==> src/rtl/stopwatch_counter_if.sv <==
// ---------------------------------------------------------------------------
// stopwatch_counter_if
// Purpose : Groups the stopwatch control inputs and the time/status outputs
//           exchanged between the stopwatch core and its environment.
// Signals : pause     - single-cycle run/pause toggle pulse (to core)
//           adjust    - level, 1 = adjust mode (to core)
//           selection - level, 1 = adjust seconds, 0 = adjust minutes (to core)
//           min       - minutes 0..59, binary (from core)
//           sec       - seconds 0..59, binary (from core)
//           running   - 1 while counting is live (from core)
//           sec_tick  - one-cycle pulse when min/sec change (from core)
// Modports: master - environment side (drives controls)
//           slave  - stopwatch core side (drives time/status)
// ---------------------------------------------------------------------------
interface stopwatch_counter_if;
   logic       pause;
   logic       adjust;
   logic       selection;
   logic [5:0] min;
   logic [5:0] sec;
   logic       running;
   logic       sec_tick;

   modport master (
      output pause, adjust, selection,
      input  min, sec, running, sec_tick
   );

   modport slave (
      input  pause, adjust, selection,
      output min, sec, running, sec_tick
   );
endinterface

==> src/rtl/stopwatch_counter.sv <==
// ---------------------------------------------------------------------------
// stopwatch_counter
// Purpose : Stopwatch timekeeping core. Divides clk into a 1 Hz count enable,
//           keeps mm:ss (00:00..59:59), implements run/pause and adjust mode.
// Params  : TICK_DIV - clk cycles per counted second (>= 2)
//           ADJ_DIV  - clk cycles per adjust-mode step (>= 2)
// Ports   : clk - system clock, rising edge
//           rst - synchronous active-high reset
//           sw  - stopwatch_counter_if.slave (pause/adjust/selection in,
//                 min/sec/running/sec_tick out, all outputs registered)
// Config  : STOPWATCH_SATURATE_EN - when defined, normal counting stops at
//           59:59 and forces PAUSED; otherwise 59:59 wraps to 00:00.
// ---------------------------------------------------------------------------
module stopwatch_counter #(
   parameter int unsigned TICK_DIV = 100_000_000,
   parameter int unsigned ADJ_DIV  = 50_000_000
) (
   input  logic                clk,
   input  logic                rst,
   stopwatch_counter_if.slave  sw
);

   localparam int unsigned SDIV_W  = $clog2(TICK_DIV);
   localparam int unsigned ADIV_W  = $clog2(ADJ_DIV);
   localparam int unsigned FIELD_W = 6;

   localparam logic [SDIV_W-1:0]  SDIV_LAST = SDIV_W'(TICK_DIV - 1);
   localparam logic [ADIV_W-1:0]  ADIV_LAST = ADIV_W'(ADJ_DIV - 1);
   localparam logic [FIELD_W-1:0] FIELD_MAX = FIELD_W'(59);

   typedef enum logic [0:0] {
      ST_RUN    = 1'b0,
      ST_PAUSED = 1'b1
   } state_e;

   state_e               state_q, state_d;
   logic [SDIV_W-1:0]    sdiv_q, sdiv_d;
   logic [ADIV_W-1:0]    adiv_q, adiv_d;
   logic [FIELD_W-1:0]   min_q, min_d;
   logic [FIELD_W-1:0]   sec_q, sec_d;
   logic                 tick_q, tick_d;
   logic                 running_q, running_d;
   logic                 adjust_q;
   logic                 selection_q;

   // Modulo-60 increment used by adjust mode (no carry between fields).
   function automatic logic [FIELD_W-1:0] inc60(input logic [FIELD_W-1:0] v);
      return (v == FIELD_MAX) ? '0 : v + FIELD_W'(1);
   endfunction

   // Next-state: run/pause toggle, second/adjust dividers, time fields.
   always_comb begin
      state_d   = state_q;
      sdiv_d    = sdiv_q;
      adiv_d    = adiv_q;
      min_d     = min_q;
      sec_d     = sec_q;
      tick_d    = 1'b0;

      // Pause pulses toggle the state even in adjust mode.
      if (sw.pause) begin
         state_d = (state_q == ST_RUN) ? ST_PAUSED : ST_RUN;
      end

      if (adjust_q) begin
         sdiv_d = '0;
         if (adiv_q == ADIV_LAST) begin
            adiv_d = '0;
            tick_d = 1'b1;
            if (selection_q) begin
               sec_d = inc60(sec_q);
            end else begin
               min_d = inc60(min_q);
            end
         end else begin
            adiv_d = adiv_q + ADIV_W'(1);
         end
      end else begin
         adiv_d = '0;
         // A pause pulse while running suppresses the advance, so a wrap
         // landing on that edge is held at SDIV_LAST until after resume.
         if ((state_q == ST_RUN) && !sw.pause) begin
            if (sdiv_q == SDIV_LAST) begin
               sdiv_d = '0;
               if ((sec_q == FIELD_MAX) && (min_q == FIELD_MAX)) begin
`ifdef STOPWATCH_SATURATE_EN
                  state_d = ST_PAUSED;
`else
                  min_d  = '0;
                  sec_d  = '0;
                  tick_d = 1'b1;
`endif
               end else if (sec_q == FIELD_MAX) begin
                  sec_d  = '0;
                  min_d  = min_q + FIELD_W'(1);
                  tick_d = 1'b1;
               end else begin
                  sec_d  = sec_q + FIELD_W'(1);
                  tick_d = 1'b1;
               end
            end else begin
               sdiv_d = sdiv_q + SDIV_W'(1);
            end
         end
      end

      // Tracks the registered adjust level that will be in force next cycle.
      running_d = (state_d == ST_RUN) && !sw.adjust;
   end

   // State register; rst wins over every other input.
   always_ff @(posedge clk) begin
      if (rst) begin
         state_q     <= ST_RUN;
         sdiv_q      <= '0;
         adiv_q      <= '0;
         min_q       <= '0;
         sec_q       <= '0;
         tick_q      <= 1'b0;
         running_q   <= 1'b1;
         adjust_q    <= 1'b0;
         selection_q <= 1'b0;
      end else begin
         state_q     <= state_d;
         sdiv_q      <= sdiv_d;
         adiv_q      <= adiv_d;
         min_q       <= min_d;
         sec_q       <= sec_d;
         tick_q      <= tick_d;
         running_q   <= running_d;
         adjust_q    <= sw.adjust;
         selection_q <= sw.selection;
      end
   end

   assign sw.min      = min_q;
   assign sw.sec      = sec_q;
   assign sw.running  = running_q;
   assign sw.sec_tick = tick_q;

endmodule

==> src/flat_wrapper.sv <==
// flat-port wrapper written by rule: the top's interface ports become plain ports
module stopwatch_counter_flat 
#(
   parameter int unsigned TICK_DIV = 100_000_000,
   parameter int unsigned ADJ_DIV  = 50_000_000
)
  (clk, rst, sw_pause, sw_adjust, sw_selection, sw_min, sw_sec, sw_running, sw_sec_tick);
  stopwatch_counter_if sw_i ();
  input  logic clk;
  input  logic rst;
  input wire logic [$bits(sw_i.pause)-1:0] sw_pause;
  input wire logic [$bits(sw_i.adjust)-1:0] sw_adjust;
  input wire logic [$bits(sw_i.selection)-1:0] sw_selection;
  output wire logic [$bits(sw_i.min)-1:0] sw_min;
  output wire logic [$bits(sw_i.sec)-1:0] sw_sec;
  output wire logic [$bits(sw_i.running)-1:0] sw_running;
  output wire logic [$bits(sw_i.sec_tick)-1:0] sw_sec_tick;
  assign sw_i.pause = sw_pause;
  assign sw_i.adjust = sw_adjust;
  assign sw_i.selection = sw_selection;
  assign sw_min = sw_i.min;
  assign sw_sec = sw_i.sec;
  assign sw_running = sw_i.running;
  assign sw_sec_tick = sw_i.sec_tick;
  stopwatch_counter #(.TICK_DIV(TICK_DIV), .ADJ_DIV(ADJ_DIV)) u_core (.clk(clk), .rst(rst), .sw(sw_i));
endmodule
==> config.mk <==
export PLATFORM = sky130hd
export DESIGN_NAME = stopwatch_counter_flat
export DESIGN_NICKNAME = d
export VERILOG_FILES = /design/src/rtl/stopwatch_counter_if.sv /design/src/rtl/stopwatch_counter.sv /design/src/flat_wrapper.sv
export SDC_FILE = /design/constraint.sdc
export NUM_CORES = 1
export LEC_CHECK = 0
export ABC_CLOCK_PERIOD_IN_PS = 4000
export BUFFER_PORTS_ARGS = -buffer_cell sky130_fd_sc_hd__buf_2
export CAP_MARGIN = 20
export CORE_MARGIN = 2
export CORE_UTILIZATION = 55
export CTS_CLUSTER_DIAMETER = 40
export CTS_CLUSTER_SIZE = 12
export DETAILED_ROUTE_END_ITERATION = 7
export GPL_TIMING_DRIVEN = 0
export PLACE_DENSITY = 0.73
export REMOVE_ABC_BUFFERS = 1
export SLEW_MARGIN = 20
export SYNTH_ARGS = -nofsm -noshare
export SYNTH_HDL_FRONTEND = slang
export SYNTH_SLANG_ARGS = --single-unit
==> constraint.sdc <==
create_clock -name clk -period 4 [get_ports clk]
set_input_delay 0.6 -clock clk [delete_from_list [all_inputs] [get_ports clk]]
set_output_delay 0.6 -clock clk [all_outputs]
set_load 0.05 [all_outputs]
==> results of run 1 <==
-- final cells by class --
class	instances	area [sq um]
Fill cell	521	2211
Tap cell	75	93.84
Timing Repair Buffer	18	90.09
Inverter	13	48.80
Clock inverter	3	65.06
Sequential cell	70	1401
Clock buffer	13	168.9
Multi-Input combinational cell	292	1842
-- power groups by stage --
| stage | clock network (W) | logic [W] | registers [W] |
|---|---|---|---|
| final | 0.000660 | 0.0000662 | 0.000718 |
| after global routing | 0.000701 | 0.0000726 | 0.000720 |
| after CTS | 0.000674 | 0.0000667 | 0.000718 |
| after detailed placement | 0 | 0.0000665 | 0.000734 |
| after global placement | 0 | 0.0000660 | 0.000733 |
| after floorplan | 0 | 0.0000267 | 0.000754 |
-- through the flow --
| step | total power, W | cell area, sq um | setup slack [ns] | hold WS (ns) | cells |
|---|---|---|---|---|---|
| finish | 0.001444 | 3710 | 1.161 | 0.4608 | 484 |
| global route | 0.001493 | 3710 | 0.9127 | 0.4642 | 484 |
| CTS | 0.001458 | 3710 | 1.167 | 0.4602 | 484 |
| global placement | 0.0007992 | 3476 | 0.9037 | 0.4410 | 468 |
| detailed placement | 0.0008005 | 3476 | 0.7972 | 0.4549 | 468 |
| floorplan | 0.0007810 | 3292 | 1.568 | 0.4262 | 375 |
-- registers in the layout (all words and copies together), names as in the netlist --
name,count
u_core.sw.sec,6
u_core.sw.sec_tick,1
u_core.state_q,1
u_core.sw.min,6
u_core.adjust_q,1
u_core.sw.running,1
u_core.selection_q,1
u_core.adiv_q,26
u_core.sdiv_q,27
-- how the worst max path moves through the flow --
stage / cells past startpoint / slack [ns] / end / from
detailed placement: 8 / 0.80 / u_core.sdiv_q[24] / sw_pause
global route: 8 / 0.91 / u_core.sdiv_q[0] / sw_pause
floorplan: 7 / 1.57 / u_core.sdiv_q[0] / sw_pause
CTS: 8 / 1.17 / u_core.sdiv_q[24] / sw_pause
finish: 8 / 1.16 / u_core.sdiv_q[24] / sw_pause
global placement: 8 / 0.90 / u_core.sdiv_q[5] / sw_pause
-- Yosys cell counts, drive strengths merged, types with 2 or more instances --
cell / count / area (sq um)
dfxtp: 70 / 1401
nor2: 67 / 251.5
xnor2: 39 / 341.6
nand2: 31 / 116.4
nand3: 23 / 115.1
nor3: 16 / 80.08
nor4: 13 / 96.34
inv: 12 / 45.04
nand4: 12 / 75.07
xor2: 10 / 87.58
and4: 9 / 82.58
buf: 8 / 58.80
and3: 7 / 46.29
nor2b: 6 / 37.54
a21oi: 5 / 25.02
a41oi: 5 / 43.79
ha: 5 / 62.56
a311oi: 4 / 35.03
clkbuf: 4 / 26.27
a211oi: 3 / 22.52
mux2i: 3 / 30.03
nor3b: 3 / 22.52
o21ai: 3 / 15.01
o41ai: 3 / 26.28
or4: 3 / 22.52
and4bb: 2 / 25.02
nand4b: 2 / 17.52
nor4bb: 2 / 20.02
or4b: 2 / 23.77
-- layer usage --
layer / GRT usage (%) / share of wire, % / vias up
met5: 0 / 0 / -
met1: 27.37 / 48 / 1326
met4: 9.333 / 1.6 / 0
met3: 4.891 / 2.5 / 12
li1: - / - / 1411
met2: 33.95 / 48 / 29
-- layout by cell type (no fill, tap or decap), drive strengths merged, types with 3 or more instances in the layout --
| master | netlist | final |
|---|---|---|
| o21ai | 3 | 3 |
| nor3 | 16 | 16 |
| nor3b | 3 | 3 |
| a211oi | 3 | 3 |
| nor4 | 13 | 13 |
| clkbuf | 4 | 13 |
| nand2 | 31 | 31 |
| and4 | 9 | 9 |
| a21oi | 5 | 5 |
| mux2i | 3 | 3 |
| nor2 | 67 | 67 |
| nor2b | 6 | 6 |
| dfxtp | 70 | 70 |
| buf | 8 | 18 |
| inv | 12 | 12 |
| ha | 5 | 5 |
| xnor2 | 39 | 39 |
| a311oi | 4 | 4 |
| nand3 | 23 | 23 |
| a41oi | 5 | 5 |
| nand4 | 12 | 12 |
| xor2 | 10 | 10 |
| and3 | 7 | 7 |
| o41ai | 3 | 3 |
| or4 | 3 | 3 |
-- worst max-delay path, stage by stage --
cell	delay [ns]
buf_2	0.09
inv_1	0.05
ha_1	0.27
and4_1	0.41
nand2_1	0.18
nor3b_1	0.52
or3_1	0.78
nor2_1	0.13
-- cells by family after synthesis --
kind of cell / synth area share [%]
and+or+nand+nor: 32.38
buffers and inverters: 3.964
xor gates and xnor gates: 12.71
adders and majority gates: 1.853
DFF: 41.50
AOI/OAI and AO/OA: 6.706
muxes: 0.8893
==> results.json, run 1 <==
{
  "post_cts_buffers": 0,
  "max_freq_mhz": 352.3,
  "irDropWorstVdd_v": 0.0002677,
  "hold_buffers": 0,
  "row_count": 28,
  "grt_overflow": 0,
  "die_area_sq_mm": 0.006783,
  "relSlewSlack_pct": 35.16,
  "critPathKind": "input port to flip-flop",
  "drc": 0,
  "async_flop_share_pct": 0,
  "clk_pin_slew_ns": 0.07,
  "worstPathArrival_ns": 3.03,
  "worst_hold_path.endpoint": "u_core.adiv_q[0]",
  "final-max-slew-violation-count": 0,
  "place_congestion": 0.8129,
  "postSynthAreaPerCell_sq_um": 8.726,
  "grt_setup_unrepaired": "no",
  "setup_viol": 0,
  "ant_nets": 0,
  "die_y_microns": 82.36,
  "p_sw_share_pct": 21.90,
  "end_kind": "flip-flop",
  "cellLeakagePower_nw": 1.193,
  "grt_pass1_vias": 2461,
  "power.density_mw_per_mm2": 389.2,
  "cts.sinks": 70,
  "netSwitchingPower_w": 0.0003163,
  "vias": 2778,
  "numCtsBuffers": 9,
  "min_from": "u_core.adiv_q[0]",
  "r2r_slack_ns": 1.22,
  "ys_seq_area_share_pct": 41.50,
  "cts_tree": "built",
  "critPathLaunchType": "input port",
  "combPwrFrac_pct": 4.6,
  "p_seq_share_pct": 49.7,
  "syn_to_final_growth_pct": 9.856,
  "synth_cell_types": 51,
  "start_util_pct": 57.04,
  "nets": 414,
  "wl_per_cell_microns": 13.88,
  "n_antenna_cell": 0,
  "h-tree-depth": 3,
  "cp.required_ns": 4.19,
  "drtIter0Drc": 142,
  "hold_path_depth": 1,
  "cts_buffer_depth": 2,
  "routed_wl_microns": 6718,
  "dieWidth_microns": 82.36,
  "dr.pass1.iters": 4,
  "hpwl_microns": 4595,
  "worst_pin_slew_ns": 0.9699,
  "r2r_start": "u_core.state_q",
  "grt_pass1_wl_microns": 11140,
  "antenna_found_initial": 0,
  "grt_max_degree": 28,
  "fin_skew_ns": 0.01541,
  "clkLatencyLatePin_ns": 0.35,
  "synth-seq-cells": 70,
  "numPortBuffers": 18,
  "r2r-end": "u_core.sdiv_q[24]",
  "hold_violations": 0,
  "hold_class": "flip-flop to flip-flop",
  "layout-drive-gt1-share_pct": 11.25,
  "drv_cap": 0,
  "rr_worst_depth": 7,
  "status": "complete, no violations",
  "netlist_area_sq_mm": 0.003377,
  "root_buffer": "clkbuf_8",
  "core-area_sq_mm": 0.005921,
  "fin_util_pct": 62.66,
  "track_usage_pct": 21.26,
  "worstPathMaxFanout": 27,
  "syn_inst": 387,
  "final.min_clock_period_ns": 2.839,
  "tns_ns": 0,
  "min_period_over_period_pct": 70.97,
  "clkPwrFrac_pct": 45.7,
  "yosys_warnings": 0,
  "p_int_w": 0.001128,
  "via_per_inst": 5.740,
  "synth-edff-count": 0,
  "ios": 19,
  "cts_resized": 0,
  "synth_ff_type": "dfxtp_1"
}
Power figures use the tool's default switching activity.
==> run 2: changes to the inputs <==
--- a/config.mk
+++ b/config.mk
@@ -5,7 +5,7 @@
 export SDC_FILE = /design/constraint.sdc
 export NUM_CORES = 1
 export LEC_CHECK = 0
-export ABC_CLOCK_PERIOD_IN_PS = 4000
+export ABC_CLOCK_PERIOD_IN_PS = 2890
 export BUFFER_PORTS_ARGS = -buffer_cell sky130_fd_sc_hd__buf_2
 export CAP_MARGIN = 20
 export CORE_MARGIN = 2
==> constraint.sdc (replaced) <==
create_clock -name clk -period 2.89 [get_ports clk]
set_input_delay 0.4335 -clock clk [delete_from_list [all_inputs] [get_ports clk]]
set_output_delay 0.4335 -clock clk [all_outputs]
set_load 0.05 [all_outputs]
==> results.json, run 2 (synthesis results as in run 1) <==
{
  "hpwl_microns": 4595,
  "worstPathArrival_ns": 2.72,
  "grt_pass1_wl_microns": 11140,
  "antenna_found_initial": 0,
  "ant_nets": 0,
  "layout-drive-gt1-share_pct": 11.49,
  "via_per_inst": 5.738,
  "busiest_layer": "met2",
  "status": "complete, no violations",
  "tns_ns": 0,
  "final-max-slew-violation-count": 0,
  "fin_util_pct": 62.68,
  "routed_wl_microns": 6697,
  "drv_cap": 0,
  "numPortBuffers": 18,
  "die_area_sq_mm": 0.006783,
  "r2r_slack_ns": 0.39,
  "critPathSlowestCell": "or3_2",
  "n_antenna_cell": 0,
  "fin_skew_ns": 0.01494,
  "clkLatencyLatePin_ns": 0.35,
  "cts_tree": "built",
  "power.density_mw_per_mm2": 538.4,
  "clk_pin_slew_ns": 0.08,
  "irDropWorstVdd_v": 0.0003704,
  "grt_max_degree": 28,
  "cp_cell_sequence": "inv_1 > ha_1 > and4_1 > nand2_1 > nor3b_1 > or3_2 > nor2_1",
  "dr.pass1.iters": 4,
  "cts_resized": 0,
  "nets": 414,
  "grt_setup_unrepaired": "no",
  "max_freq_mhz": 399.5,
  "cellLeakagePower_nw": 1.193,
  "largest_register": "u_core.sdiv_q",
  "grt_pass1_vias": 2461,
  "drtIter0Drc": 142,
  "relSlewSlack_pct": 35.19,
  "critical-path-top-delay-family": "simple AND/OR/NAND/NOR gates",
  "core-area_sq_mm": 0.005921,
  "place_congestion": 0.8129,
  "grt_use_met2_pct": 33.95,
  "critPathLaunchType": "flip-flop",
  "vias": 2777,
  "drc": 0,
  "mostFrequentLayoutCell": "dfxtp_1",
  "post_cts_buffers": 0,
  "cp.required_ns": 3.10,
  "grt_use_met3_pct": 4.891,
  "final_cell_mix": "70 x dfxtp_1, 67 x nor2_1, 39 x xnor2_1, 31 x nand2_1, 23 x nand3_1",
  "start_util_pct": 57.04,
  "die_y_microns": 82.36,
  "hold_violations": 0,
  "wl_per_cell_microns": 13.84,
  "end_kind": "flip-flop",
  "track_usage_pct": 21.26,
  "max_stage_delay_ns": 0.54,
  "setup_viol": 0,
  "grt_overflow": 0,
  "critPathKind": "flip-flop to flip-flop",
  "cts.sinks": 70,
  "worstPathMaxFanout": 27,
  "worst_pin_slew_ns": 0.9694,
  "reg_top3": "u_core.sdiv_q: 27 flops, u_core.adiv_q: 26 flops",
  "largest_reg_flops": 27,
  "dieWidth_microns": 82.36,
  "hold_class": "input port to flip-flop",
  "ios": 19,
  "min_from": "sw_selection",
  "root_buffer": "clkbuf_8",
  "cts_buffer_depth": 2,
  "hold_buffers": 0,
  "cp-startpoint": "u_core.state_q",
  "final.min_clock_period_ns": 2.503,
  "met1_usage_pct": 27.37,
  "syn_to_final_growth_pct": 9.893,
  "min_period_over_period_pct": 86.62,
  "r2r_start": "u_core.state_q",
  "h-tree-depth": 3,
  "path_buf_inv": 1,
  "numCtsBuffers": 9,
  "row_count": 28
}
run 2: stage by stage:
stage	instance area [sq um]	setup slack, ns	instances	power, W	hold slack, ns
2_1_floorplan	3292	0.6249	375	0.001081	0.4262
3_3_place_gp	3476	-0.03984	468	0.001106	0.4410
3_5_place_dp	3476	-0.1463	468	0.001108	0.4549
4_1_cts	3710	0.09204	484	0.002018	0.2937
5_1_grt	3711	0.1641	484	0.002067	0.2977
6_report	3711	0.3867	484	0.001998	0.3017
run 2: power breakdown:
group	total [W]	internal, W	switching (W)
sequential	0.000993	0.000979	0.0000145
clock	0.000913	0.000556	0.000357
combinational	0.0000919	0.0000262	0.0000656
total	0.00200	0.00156	0.000437
run 2: cell type report:
cell class,count,area [sq um]
Clock buffer,13,168.9
Clock inverter,3,65.06
Fill cell,521,2210
Inverter,13,48.80
Multi-Input combinational cell,292,1843
Sequential cell,70,1401
Tap cell,75,93.84
Timing Repair Buffer,18,90.09
run 2: path summary, 6_finish.rpt:
kind | to | depth (start not counted)
min reg2reg | u_core.adiv_q[0] | 1
min | u_core.selection_q | 2
max | u_core.sdiv_q[24] | 7
max reg2reg | u_core.sdiv_q[24] | 7
run 2: routing by layer:
metal | up-vias | part of all wire, % | wire length, microns
met5 | - | 0 | 0
met4 | 0 | 1.7 | 112
met1 | 1322 | 48 | 3223
met2 | 32 | 47 | 3180
met3 | 12 | 2.7 | 181
li1 | 1411 | - | -
